<file path="src/rtl/nes_cpu_pkg.sv">
// Shared CPU types, sizes and the 6502 opcode length table used by fetch.
// Combinational helpers only; no state lives here.
// No handshakes here; the flow-control rules belong to the fetch unit.
package nes_cpu_pkg;

    localparam int MEM_ADDR_SIZE  = 16;
    localparam int BYTE           = 8;
    localparam int MAX_INSTR_SIZE = 3;
    localparam logic [MEM_ADDR_SIZE-1:0] BOOT_ADDR = 16'h0000;
    localparam logic [BYTE-1:0]          NOP       = 8'hEA;

    typedef enum logic [1:0] {
        FETCH_OPCODE,
        FETCH_ABS_B0,
        FETCH_ABS_B1,
        FETCH_INSTR_READY
    } fetch_state_t;

    typedef struct packed {
        logic [BYTE-1:0]          opcode;
        logic [BYTE-1:0]          byte1;
        logic [BYTE-1:0]          byte2;
        logic [1:0]               len;
        logic [MEM_ADDR_SIZE-1:0] pc;
    } fetch_instr_t;

    // Documented MOS 6502 lengths; everything else, BRK included, is one byte.
    function automatic logic [1:0] opcode_len(input logic [BYTE-1:0] op);
        logic [1:0] len;
        len = 2'd1;
        case (op)
            8'h0D, 8'h0E, 8'h19, 8'h1D, 8'h1E, 8'h20, 8'h2C, 8'h2D,
            8'h2E, 8'h39, 8'h3D, 8'h3E, 8'h4C, 8'h4D, 8'h4E, 8'h59,
            8'h5D, 8'h5E, 8'h6C, 8'h6D, 8'h6E, 8'h79, 8'h7D, 8'h7E,
            8'h8C, 8'h8D, 8'h8E, 8'h99, 8'h9D, 8'hAC, 8'hAD, 8'hAE,
            8'hB9, 8'hBC, 8'hBD, 8'hBE, 8'hCC, 8'hCD, 8'hCE, 8'hD9,
            8'hDD, 8'hDE, 8'hEC, 8'hED, 8'hEE, 8'hF9, 8'hFD, 8'hFE:
                len = 2'd3;
            8'h01, 8'h05, 8'h06, 8'h09, 8'h10, 8'h11, 8'h15, 8'h16,
            8'h21, 8'h24, 8'h25, 8'h26, 8'h29, 8'h30, 8'h31, 8'h35,
            8'h36, 8'h41, 8'h45, 8'h46, 8'h49, 8'h50, 8'h51, 8'h55,
            8'h56, 8'h61, 8'h65, 8'h66, 8'h69, 8'h70, 8'h71, 8'h75,
            8'h76, 8'h81, 8'h84, 8'h85, 8'h86, 8'h90, 8'h91, 8'h94,
            8'h95, 8'h96, 8'hA0, 8'hA1, 8'hA2, 8'hA4, 8'hA5, 8'hA6,
            8'hA9, 8'hB0, 8'hB1, 8'hB4, 8'hB5, 8'hB6, 8'hC0, 8'hC1,
            8'hC4, 8'hC5, 8'hC6, 8'hC9, 8'hD0, 8'hD1, 8'hD5, 8'hD6,
            8'hE0, 8'hE1, 8'hE4, 8'hE5, 8'hE6, 8'hE9, 8'hF0, 8'hF1,
            8'hF5, 8'hF6:
                len = 2'd2;
            default: len = 2'd1;
        endcase
        return len;
    endfunction

endpackage

</file>
<file path="src/rtl/nes_instr_length_decoder.sv">
// Maps an opcode byte to its instruction length (1..3).
// Purely combinational, zero cycles.
// No flow control.
module nes_instr_length_decoder
    import nes_cpu_pkg::*;
(
    input  logic [BYTE-1:0] opcode_i,
    output logic [1:0]      len_o
);

    assign len_o = opcode_len(opcode_i);

endmodule

</file>
<file path="src/rtl/nes_fetch_unit.sv">
// 6502 fetch: reads one byte per beat and assembles 1-3 byte instructions for decode.
// Latency 1+len cycles per instruction with no wait states and decode always ready.
// Stalls on mem_ready_i low; while decode withholds ready the instruction holds and memory is idle.
module nes_fetch_unit
    import nes_cpu_pkg::*;
(
    input  logic                           clk_i,
    input  logic                           rst_ni,
    output logic                           mem_req_o,
    output logic [MEM_ADDR_SIZE-1:0]       mem_addr_o,
    input  logic                           mem_ready_i,
    input  logic [BYTE-1:0]                mem_rdata_i,
    output logic                           instr_valid_o,
    input  logic                           instr_ready_i,
    output logic [MAX_INSTR_SIZE*BYTE-1:0] instr_o,
    output logic [1:0]                     instr_len_o,
    output logic [MEM_ADDR_SIZE-1:0]       instr_pc_o,
    input  logic                           redirect_i,
    input  logic [MEM_ADDR_SIZE-1:0]       redirect_pc_i
);

    fetch_state_t             state_q, state_d;
    logic [MEM_ADDR_SIZE-1:0] pc_q, pc_d;
    fetch_instr_t             instr_q, instr_d;
    logic [1:0]               dec_len;
    logic                     beat;

    nes_instr_length_decoder u_len_dec (
        .opcode_i (mem_rdata_i),
        .len_o    (dec_len)
    );

    assign mem_req_o     = (state_q != FETCH_INSTR_READY);
    assign beat          = mem_req_o && mem_ready_i;
    assign instr_valid_o = (state_q == FETCH_INSTR_READY);
    assign instr_o       = {instr_q.byte2, instr_q.byte1, instr_q.opcode};
    assign instr_len_o   = instr_q.len;
    assign instr_pc_o    = instr_q.pc;

    // Operand addresses are offsets from the opcode PC, wrapping at 64K.
    always_comb begin
        mem_addr_o = pc_q;
        case (state_q)
            FETCH_ABS_B0: mem_addr_o = pc_q + MEM_ADDR_SIZE'(1);
            FETCH_ABS_B1: mem_addr_o = pc_q + MEM_ADDR_SIZE'(2);
            default:      mem_addr_o = pc_q;
        endcase
    end

    always_comb begin
        state_d = state_q;
        pc_d    = pc_q;
        instr_d = instr_q;
        // A redirect overrides any capture or handoff happening this cycle.
        if (redirect_i) begin
            state_d = FETCH_OPCODE;
            pc_d    = redirect_pc_i;
        end else begin
            case (state_q)
                FETCH_OPCODE: begin
                    if (beat) begin
                        instr_d.opcode = mem_rdata_i;
                        instr_d.byte1  = '0;
                        instr_d.byte2  = '0;
                        instr_d.len    = dec_len;
                        instr_d.pc     = pc_q;
                        state_d        = (dec_len >= 2'd2) ? FETCH_ABS_B0 : FETCH_INSTR_READY;
                    end
                end
                FETCH_ABS_B0: begin
                    if (beat) begin
                        instr_d.byte1 = mem_rdata_i;
                        state_d       = (instr_q.len == 2'd3) ? FETCH_ABS_B1 : FETCH_INSTR_READY;
                    end
                end
                FETCH_ABS_B1: begin
                    if (beat) begin
                        instr_d.byte2 = mem_rdata_i;
                        state_d       = FETCH_INSTR_READY;
                    end
                end
                FETCH_INSTR_READY: begin
                    if (instr_ready_i) begin
                        pc_d    = pc_q + MEM_ADDR_SIZE'(instr_q.len);
                        state_d = FETCH_OPCODE;
                    end
                end
                default: state_d = FETCH_OPCODE;
            endcase
        end
    end

    always_ff @(posedge clk_i or negedge rst_ni) begin
        if (!rst_ni) begin
            state_q <= FETCH_OPCODE;
            pc_q    <= BOOT_ADDR;
            instr_q <= '0;
        end else begin
            state_q <= state_d;
            pc_q    <= pc_d;
            instr_q <= instr_d;
        end
    end

endmodule

</file>
<file path="config.mk">
export PLATFORM = sky130hd
export DESIGN_NAME = nes_fetch_unit
export DESIGN_NICKNAME = d
export VERILOG_FILES = /design/src/rtl/nes_cpu_pkg.sv /design/src/rtl/nes_instr_length_decoder.sv /design/src/rtl/nes_fetch_unit.sv
export SDC_FILE = /design/constraint.sdc
export NUM_CORES = 1
export LEC_CHECK = 0
export ABC_AREA = 1
export ABC_CLOCK_PERIOD_IN_PS = 3450
export BUFFER_PORTS_ARGS = -buffer_cell sky130_fd_sc_hd__buf_2
export CAP_MARGIN = 20
export CORE_ASPECT_RATIO = 0.5
export CORE_MARGIN = 3
export CORE_UTILIZATION = 30
export DETAILED_ROUTE_END_ITERATION = 7
export PLACE_DENSITY_LB_ADDON = 0.3
export SYNTH_ARGS = -nofsm -noshare
export SYNTH_HDL_FRONTEND = slang
export SYNTH_SLANG_ARGS = --single-unit
</file>
<file path="constraint.sdc">
create_clock -name clk_i -period 3.45 [get_ports clk_i]
set_input_delay 0.69 -clock clk_i [delete_from_list [all_inputs] [get_ports clk_i]]
set_output_delay 0.69 -clock clk_i [all_outputs]
set_load 0.1 [all_outputs]
</file>
* Word level (Yosys, flattened, before mapping) *
Memories as Yosys holds them, arrays and structs flattened.
Index checks and enable logic that the tools add are counted.

word-level totals
  ROM bits = 512
  memories kept = 1
  output and inout bits = 60
  logic and storage cells = 52
  input bits = 29
  memory bits (writable) = 0
  latch bits = 0
  bits in registers = 60

operators by class
  equality and inequality tests = 12
  $lt $le $gt $ge = 1
  multiply operators = 0
  muxes and demuxes = 16
  bitwise gates (word level) = 1
  $add $sub $neg = 3
  shift-type cells = 0
  reduce and logical (&&, ||, !) cells = 11
  divide/modulo/power cells = 0

memory list
  memory            depth  bits a word  rd ports  clocked after memory_dff  wr ports  RTL line           text
  (name not given)  256    2            1         0                         0         nes_cpu_pkg.sv:31  case (op)

operator list
  cell                     count
  $mux W16                 3
  $mux W34                 1
  $pmux W16 S2             1
  $pmux W8 S2              2
  $add A16 B1 Y16 const B  1
  $add A16 B2 Y16          1
  $add A16 B2 Y16 const B  1
  $mux W2                  6
  $reduce_and A4 Y1        3
  $ne A3 B3 Y1 const B     3
  $mux W8                  1
  $ne A2 B2 Y1 const B     4
  $pmux W2 S4              1
  $reduce_bool A2 Y1       4
  $eq A2 B2 Y1 const B     3
  $ne A3 B1 Y1 const B     1
  $reduce_and A3 Y1        1
  $eq A2 B1 Y1 const B     1
  $ge A2 B2 Y1 const B     1
  $logic_not A2 Y1         1
  $reduce_and A2 Y1        1
  $logic_and A1 B1 Y1      1
  $mux W1                  1
  $not A1 Y1               1

* Longest topological paths before layout *
An unclocked memory read counts as a cell.

  depth in word-level cells = 6
  depth in mapped cells = 14
  depth with buffers taken out = 14

* Cells and area by module *
A second synthesis with hierarchy kept.

unflattened totals
  cell total of the unflattened synthesis = 525
  area total of the unflattened synthesis = 3903.7 um2

by module, submodules not included
  module                    times used  cells an instance  seq. area each (um2)  area each (um2)
  nes_fetch_unit            1           449                1501.4                3489.6
  nes_instr_length_decoder  1           76                 0.0                   414.1

* Least setup slack after synthesis *
OpenSTA, ideal clock, no wires.

  kind = flip-flop to output port
  from = register state_q[1]
  to = output port mem_addr_o[5]
  cell stages (with the launch flop) = 6
  path buffers = 1
  data arrival time = 4.108 ns
  setup slack = -1.348 ns
  data required time = 2.760 ns
  cells stage by stage = dfrtp_1 > inv_1 > ha_1 > buf_2 > inv_1 > o41ai_1

on the way
  word-level cells in the longest chain between the ends = 2
  elaborated cells between the ends (all ways) = 3
  those cells by class = eq/ne (2); mux (1)

ends and longest elaborated chain
  item                                                 RTL line              text
  from (decl)                                          nes_fetch_unit.sv:22  fetch_state_t state_q, state_d;
  from (signal assigned)                               nes_fetch_unit.sv:99  state_q <= state_d;
  $eq A2 B2 Y1 / $eq A2 B1 Y1 (equally long branches)  nes_fetch_unit.sv:43  case (state_q)
  $pmux W16 S2 *                                       nes_fetch_unit.sv:43
  to (decl)                                            nes_fetch_unit.sv:10  output logic [MEM_ADDR_SIZE-1:0] mem_addr_o,

Mark *: on every way between the ends. The rest lies on a longest branch, timed or not.

* Final worst setup path *
  from = register state_q[0]
  to = output port mem_addr_o[15]

Same word-level chain as after synthesis.

==> flow_metrics.py <==
metrics = {
    "clock_network": {
        "cts-resized-gates": 0,
        "cts_sinks": 60,
        "cts_tree": "built",
        "clk_path_buf_depth": 2,
        "htreeDepth": 3,
        "cts_buffers": 9,
        "cts-hold-fix-buffers": 0,
        "ctsRootBufferMaster": "clkbuf_16",
        "insertion_delay_ns": 0.34,
        "clkSlewWorstSetupHoldPaths_ns": 0.06,
        "post_cts_buffers": 0,
    },
    "logic_synthesis": {
        "yosysTopAreaCellShare_pct": 39.29,
        "synthTopCellsByCount": "107 x nand2_1, 60 x dfrtp_1, 53 x nand3_1, 53 x o21ai_0, 52 x inv_1",
        "synth.yosys.seq_area_share_pct": 39.29,
        "synth_area_per_cell_um2": 7.567,
        "synth_flop_cell": "dfrtp_1",
        "synth_area_leaders": "dfrtp_1 39%, nand2_1 11%, nand3_1 6.9%, o21ai_0 6.9%, inv_1 5.1%",
        "syn_inst": 505,
        "synth_edf_count": 0,
        "synth.most_common_cell": "nand2_1",
        "ys_async_sr_fraction_pct": 100.0,
        "ys_ff_latch": 60,
        "yosys.area.top_type": "dfrtp_1",
        "synth_cell_types": 37,
        "synth_nets": 547,
        "ys_warn_count": 0,
        "synth_area_um2": 3821,
    },
    "final_layout": {
        "fillers": 1303,
        "area_delta_synth_final_pct": 24.07,
        "final_cell_area_um2": 4741,
        "layout.cells.non_filler": 761,
        "fin_nets": 633,
        "antenna_cells": 0,
        "layout-drive-gt1-share_pct": 26.34,
    },
    "timing": {
        "rsz0062_at_grt": "false",
        "relSlewSlack_pct": 45.86,
        "period_needed_ns": 3.249,
        "hold_ws_ns": 0.4711,
        "drv_slew": 0,
        "fin_crit_sh_pct": 94.16,
        "skew_ns": 0.008859,
        "worst_pin_slew_ns": 0.8121,
        "fmax_ghz": 0.3078,
        "setup_tns_ns": 0,
        "finalHoldViolCount": 0,
        "setup_viol": 0,
    },
    "global_routing": {
        "grt_overflow": 0,
        "antenna_found_initial": 0,
        "grt_max_degree": 61,
        "grt_use_total_pct": 16.84,
        "grt_pass1_wl_um": 19140,
        "grt_pass1_vias": 3638,
    },
    "floorplan": {
        "start_util_pct": 31.52,
        "dieWidth_um": 165.6,
        "placementRows": 28,
        "io_pins": 89,
        "die-height_um": 85.81,
        "core_area_um2": 12120,
        "dieArea_um2": 14210,
    },
    "placement": {
        "hpwl_um": 8823,
        "io_buffers": 88,
        "place_area_um2": 4431,
        "gp_congestion": 0.8880,
        "dp.cells": 745,
    },
    "critical_path": {
        "worst_r2r_endpoint": "pc_q[12]$_DFFE_PN0P_",
        "r2r_cells": 11,
        "cp-end-kind": "primary output",
        "worstPathRequired_ns": 2.76,
        "regToRegSetupSlack_ns": 1.26,
        "crit_type": "flip-flop to primary output",
        "crit_start": "state_q[0]$_DFFE_PN0P_",
        "arrival_ns": 2.56,
        "crit_path_end": "mem_addr_o[15]",
        "startpoint_type": "flip-flop",
        "r2r-start": "pc_q[0]$_DFFE_PN0P_",
        "cp_max_fo": 11,
    },
    "run_status": {
        "outcome": "finished, final reports clean",
    },
    "detailed_routing": {
        "drt_wl_total_um": 11870,
        "routedWlPerCell_um": 15.60,
        "via_per_inst": 4.955,
        "drt_iter0_drc": 231,
        "antenna_left": 0,
        "drtPass1Iterations": 4,
        "drc_errors": 0,
        "vias": 3771,
    },
    "worst_hold_path": {
        "hold_class": "flip-flop to flip-flop",
        "hold_path_startpoint": "instr_pc_o[0]$_DFFE_PN0P_",
    },
    "run": {
        "maxCapViolCount": 0,
    },
}
==> stage by stage <==
step | utilization, % | setup slack, ns
floorplan | - | -0.02602
global placement | 36.55 | 0.6167
detailed placement | 36.55 | 0.5647
CTS | 39.11 | 0.2019
global route | 39.11 | 0.03418
finish | 39.11 | 0.2014
==> registers in the layout, summed over array words and instances (netlist names) <==
signal,cells
instr_len_o,2
instr_o,24
instr_pc_o,16
pc_q,16
state_q,2
==> metal layers <==
metal / GRT usage [%] / wire [um]
met2: 29.22 / 5649
met4: 3.925 / 114
met5: 0 / 0
met1: 21.74 / 5682
met3: 3.775 / 424
==> layout by cell type (no fill, tap or decap), types with 2 or more instances in the layout <==
cell	count
o21ai_1	11
o21ai_0	51
inv_2	10
nor3_2	2
nor3_1	3
dfrtp_1	60
ha_1	12
nor2_1	32
a31oi_1	5
a22oi_1	3
nand2_1	106
nor2_2	3
nand3_1	53
xor2_1	7
buf_4	5
a21oi_1	19
nand3_2	3
clkinv_4	2
o211ai_1	8
nor2_4	5
clkbuf_16	9
nand4_1	5
buf_2	88
o221ai_1	5
o21a_1	4
a21oi_2	2
clkinvlp_4	2
inv_1	52
nand2_2	16
==> area by class of cell <==
type	instances	area (um2)	share of cell area (%)
flip-flops and latches	60	1501	31.67
repair buffers	93	478.0	10.08
multi-input cells	365	2012	42.44
clock inverters	6	71.32	1.504
well taps	165	206.4	4.355
inverters	62	232.7	4.909
clock buffers	10	239.0	5.041
==> worst max-delay path, cell delays in order (launching register included) <==
cell	delay, ns
dfrtp_1	0.40
inv_1	0.11
ha_1	0.42
a21oi_1	0.16
nor2_1	0.16
nand4_1	0.15
nor2_1	0.14
nor2_1	0.06
a31oi_2	0.16
buf_2	0.46
==> cell families after synthesis <==
| kind of cell | after synthesis | share of synthesized area [%] |
|---|---|---|
| simple gates | 231 | 28.32 |
| compound gates | 114 | 17.55 |
| buf+inv | 80 | 8.775 |
| flops | 60 | 39.29 |
| xor+xnor | 7 | 1.604 |
| fa+ha+maj | 13 | 4.453 |
==> how the worst min path moves through the flow <==
stage	cells past startpoint	slack (ns)	endpoint
after floorplan	0	0.39	instr_len_o[0]$_DFFE_PN0P_
after global placement	2	0.46	instr_pc_o[7]$_DFFE_PN0P_
after detailed placement	2	0.46	instr_pc_o[0]$_DFFE_PN0P_
after CTS	2	0.48	instr_pc_o[0]$_DFFE_PN0P_
after global routing	2	0.50	instr_pc_o[0]$_DFFE_PN0P_
final	2	0.47	instr_pc_o[0]$_DFFE_PN0P_
Power is left out: the tool's default activity adds up to more than one toggle a clock period on the data nets, which glitch-free logic cannot reach.
